===== src/rtl/dec_16_pkg.sv =====
// rtl/dec_16_pkg.sv - shared constants and helpers for the dec_16 decoder
//
// Purpose: width constants for the select/output fields and a multi-hot
// detector used by the optional one-hot check in dec_16.
// Ports: none (package).

package dec_16_pkg;

  localparam int DEC_16_SEL_W   = 4;
  localparam int DEC_16_OUT_N   = 16;
  localparam int DEC_2TO4_OUT_N = 4;

  typedef logic [DEC_16_OUT_N-1:0] dec_vec_t;

  // Clearing the lowest set bit leaves a nonzero value only when two or
  // more bits were set.
  function automatic logic multi_hot(input dec_vec_t v);
    dec_vec_t low_cleared;
    low_cleared = v & (v - dec_vec_t'(1));
    return |low_cleared;
  endfunction

endpackage


===== src/rtl/dec_2to4.sv =====
// rtl/dec_2to4.sv - combinational 2-to-4 decoder with active-high enable
//
// Purpose: building block for the two-stage 16-way decode in dec_16.
// Ports:
//   en      in   enable; all outputs low when 0
//   b1, b0  in   select bits, b1 is the MSB
//   y0..y3  out  one-hot decode, yN high when en=1 and {b1,b0}=N

module dec_2to4 (
  input  logic en,
  input  logic b1,
  input  logic b0,
  output logic y0,
  output logic y1,
  output logic y2,
  output logic y3
);

  assign y0 = en & ~b1 & ~b0;
  assign y1 = en & ~b1 &  b0;
  assign y2 = en &  b1 & ~b0;
  assign y3 = en &  b1 &  b0;

endmodule


===== src/rtl/dec_16.sv =====
// rtl/dec_16.sv - registered 4-to-16 one-hot decoder with enable
//
// Purpose: samples {a3,a2,a1,a0} and ip each rising edge and drives exactly
// one of s0..s15 high (or none when ip=0) from a register bank, so the
// decode appears one cycle after the select is applied.
// Optional feature macro: DEC_16_CHECK_EN adds the sticky onehot_err flag
// and a simulation-time one-hot check.
// Ports:
//   clk            in   system clock, rising edge
//   rst            in   synchronous active-high reset, clears all outputs
//   ip             in   decode enable, active-high
//   a3, a2, a1, a0 in   select bits, a3 is the MSB
//   s0..s15        out  registered one-hot strobes, sN for select value N
//   onehot_err     out  sticky multi-hot flag (DEC_16_CHECK_EN only)

module dec_16
  import dec_16_pkg::*;
(
  input  logic clk,
  input  logic rst,
  input  logic ip,
  input  logic a3,
  input  logic a2,
  input  logic a1,
  input  logic a0,
  output logic s0,
  output logic s1,
  output logic s2,
  output logic s3,
  output logic s4,
  output logic s5,
  output logic s6,
  output logic s7,
  output logic s8,
  output logic s9,
  output logic s10,
  output logic s11,
  output logic s12,
  output logic s13,
  output logic s14,
  output logic s15
`ifdef DEC_16_CHECK_EN
  ,
  output logic onehot_err
`endif
);

  logic [DEC_2TO4_OUT_N-1:0] grp_en;
  dec_vec_t                  dec_next;
  dec_vec_t                  s_q;

  // Group stage: {a3,a2} picks one block of four outputs, gated by ip.
  dec_2to4 u_grp (
    .en (ip),
    .b1 (a3),
    .b0 (a2),
    .y0 (grp_en[0]),
    .y1 (grp_en[1]),
    .y2 (grp_en[2]),
    .y3 (grp_en[3])
  );

  // Output stage: group g covers s(4g) .. s(4g+3), selected by {a1,a0}.
  for (genvar g = 0; g < DEC_2TO4_OUT_N; g++) begin : g_out
    dec_2to4 u_out (
      .en (grp_en[g]),
      .b1 (a1),
      .b0 (a0),
      .y0 (dec_next[4*g+0]),
      .y1 (dec_next[4*g+1]),
      .y2 (dec_next[4*g+2]),
      .y3 (dec_next[4*g+3])
    );
  end

  always_ff @(posedge clk) begin
    if (rst) begin
      s_q <= '0;
    end else begin
      s_q <= dec_next;
    end
  end

  assign s0  = s_q[0];
  assign s1  = s_q[1];
  assign s2  = s_q[2];
  assign s3  = s_q[3];
  assign s4  = s_q[4];
  assign s5  = s_q[5];
  assign s6  = s_q[6];
  assign s7  = s_q[7];
  assign s8  = s_q[8];
  assign s9  = s_q[9];
  assign s10 = s_q[10];
  assign s11 = s_q[11];
  assign s12 = s_q[12];
  assign s13 = s_q[13];
  assign s14 = s_q[14];
  assign s15 = s_q[15];

`ifdef DEC_16_CHECK_EN
  logic err_q;

  // Sticky: once the registered strobes are seen multi-hot, hold until reset.
  always_ff @(posedge clk) begin
    if (rst) begin
      err_q <= 1'b0;
    end else begin
      err_q <= err_q | multi_hot(s_q);
    end
  end

  assign onehot_err = err_q;

  always_ff @(posedge clk) begin
    if (!rst) begin
      assert (!multi_hot(s_q));
    end
  end
`endif

endmodule


===== config.mk =====
export PLATFORM = sky130hd
export DESIGN_NAME = dec_16
export DESIGN_NICKNAME = d
export VERILOG_FILES = /design/src/rtl/dec_16_pkg.sv /design/src/rtl/dec_2to4.sv /design/src/rtl/dec_16.sv
export SDC_FILE = /design/constraint.sdc
export NUM_CORES = 1
export LEC_CHECK = 0
export CELL_PAD_IN_SITES_DETAIL_PLACEMENT = 1
export CELL_PAD_IN_SITES_GLOBAL_PLACEMENT = 1
export CORE_AREA = 8 8 53 55
export CTS_CLUSTER_SIZE = 16
export DETAILED_ROUTE_END_ITERATION = 8
export DIE_AREA = 0 0 61 63
export HOLD_SLACK_MARGIN = 0.12
export PLACE_DENSITY = 0.73
export SETUP_SLACK_MARGIN = 0.5
export SLEW_MARGIN = 10
export SYNTH_ARGS = -nofsm -noshare
export SYNTH_HDL_FRONTEND = slang
export SYNTH_SLANG_ARGS = --single-unit

===== constraint.sdc =====
create_clock -name clk -period 2.5 [get_ports clk]
set_input_delay 0.625 -clock clk [delete_from_list [all_inputs] [get_ports clk]]
set_output_delay 0.625 -clock clk [all_outputs]
set_load 0.01 [all_outputs]

==> summary.md <==
### Cells and area
- 73 — number of nets in the final layout
- 0 — antenna fix cells
- s_q x16 — top flop regs
- s_q — register containing the most flip-flops in the final layout
- 61.50% — Area growth, synth to finish
- 0.07813 — fraction of layout cells with a size suffix above 1
- 92 — final non-filler cell total
- 16 — max reg flops

### Synthesis
- 11.58 sq um — syn_area_per_cell
- 16 — Seq cells post-synth
- 0.7091 — share of the synthesized area in the top cell type
- 0.7091 — share of the yosys chip area belonging to registers
- dfxtp_1 71%, nor2_1 10%, nand4bb_1 5.0% — top post-synthesis cells by area
- 9 — unique cell type count in the Yosys netlist
- 39 — Synth Instances
- 451.7 sq um — netlist area before placement
- 0 — total number of yosys warnings
- dfxtp_1 — cell taking the most area after synthesis
- 46 — number of nets in the synthesized netlist

### Floorplan
- 2063 sq um — standard cell core area
- 61 microns — floorplan die width
- 23 — I/O Pins
- 17 — Core Rows
- 3843 sq um — DIE AREA
- 63 microns — chip height
- 0.2189 — initial core utilization

### Worst setup path
- 1.88 ns — required time at the endpoint of the critical path
- 0.53 ns — longest individual stage delay on the worst path
- clkdlybuf4s50_1 — Critical Path Slowest Stage Cell
- buffers and inverters — CP top delay family
- output port — Worst setup EP type
- 1 — critical path buffer and inverter count
- reg -> out — kind of critical path
- 1.14 ns — WP data arrival
- register — type of element launching the critical path
- 1 — largest fanout of any net on the critical path
- clkdlybuf4s50_1 — crit path cell chain

### Timing
- 0.7072 — final worst path period share
- 1.047 ns — worst slack on hold paths
- false — unrepaired setup endpoints after global routing
- 0.2382 ns — transition time at the pin with the least slew margin
- 0 — Slew Viols, Final
- 0.8407 — slew margin rel.
- 565.6 MHz — highest attainable clock frequency
- 0 — final count of negative-setup-slack endpoints
- 0 — number of endpoints with negative hold slack in the final report
- 0 ns — Post-Route Setup TNS
- 1.768 ns — post-route minimum period

### Place
- 0.7206 — routability cong.
- 22 — Port Buf Inserts
- 89 — cell total after placement

### Global routing
- 1.911 mm — wire length of the first global-routing pass
- 0 — antenna violations before repair
- 0.06869 — total routing usage reported by global routing
- 434 — via count of the first global-routing pass
- 0 — total global routing overflow
- 9 — pin count of the biggest net entering global routing

### Clocking
- clkbuf_4 — root buffer cell
- 0 — cts-stage hold buffer count
- 16 — clock tree sinks
- 0 — post-CTS repair timing setup buffer count
- 3 — number of buffers inserted during clock tree synthesis
- yes — CTS tree
- 2 — maximum buffer depth of the clock tree
- 1 — number of H-tree levels
- 0.08 ns — post-CTS clock slew at the launch and capture registers of the worst setup and hold paths
- 0 — number of cells upsized or downsized after cts

### Worst hold path
- in -> reg — Hold WC Path Type

### Route
- 4 — DRT Pass-1 Iters
- 4.163 — average vias per placed instance
- 383 — DR vias
- 1.123 mm — Total Wirelength
- 0 — antenna-violating nets left
- 12.21 microns — WL/cell
- 0 — residual DRC count
- 6 — number of design-rule violations left by the first detailed-router iteration

### Power
- 232.1 uV — peak supply drop
- 0.2556 nW — Leak Pwr
- 569.6 nW/um^2 — Power Dens Cells

### Run
- 0 — Max-Cap Viols

### Run status
- finished clean — outcome

[placed cells by master (no fill, tap or decap), drive strengths merged]
cell type      Yosys  layout
nand2b             2       2
nor3               4       4
nand2              1       1
clkdlybuf4s50      0      22
clkbuf             0       3
nand4bb            2       2
dfxtp             16      16
nand4b             1       1
or4b               1       1
nor2              12      12
[stage by stage]
step           power [mW]  area (sq um)  setup slack, ns  utilization
2_1_floorplan      0.2733         451.7            1.167            -
3_3_place_gp       0.2938         706.9           0.6610       0.3426
3_5_place_dp       0.2952         706.9           0.6424       0.3426
4_1_cts            0.4208         729.5           0.7222       0.3535
5_1_grt            0.4362         729.5           0.6665       0.3535
6_report           0.4155         729.5           0.7320       0.3535
[path summary, 6_finish.rpt]
kind | startpoint | endpoint | slack (ns) | depth (start not counted)
worst max-delay path | s_q[5] | s5 | 0.73 | 1
worst min-delay path | a1 | s_q[0] | 1.05 | 2
[cell usage after synthesis]
cell       instances
nor2_1            12
or4b_4             1
nand4bb_1          2
nor3_2             1
nand2_1            1
nand2b_1           2
dfxtp_1           16
nor3_1             3
nand4b_1           1
[final cells by class]
| cell class | instances | area, sq um |
|---|---|---|
| flip-flops and latches | 16 | 320.3 |
| fillers | 244 | 1334 |
| repair buffers | 22 | 220.2 |
| multi-input cells | 23 | 131.4 |
| well taps | 28 | 35.03 |
| clock buffers | 3 | 22.52 |
[power by group]
group          total [mW]  internal (mW)  leakage, nW  switching [mW]
Sequential          0.258          0.257        0.129        0.000634
Combinational      0.0310         0.0166        0.113          0.0143
Clock               0.127         0.0558       0.0138          0.0710
Total               0.416          0.330        0.256          0.0859
[cell families after synthesis]
| group | count (synthesis) | synth area share |
|---|---|---|
| simple gates | 23 | 0.2908 |
| flops | 16 | 0.7091 |
[metal layers]
| layer | global-route usage | part of all wire |
|---|---|---|
| met1 | 0.05724 | 0.34 |
| met2 | 0.1217 | 0.53 |
| met3 | 0.02058 | 0.086 |
| met4 | 0.06122 | 0.042 |
| met5 | 0 | 0 |
(Power assumes the default switching activity.)
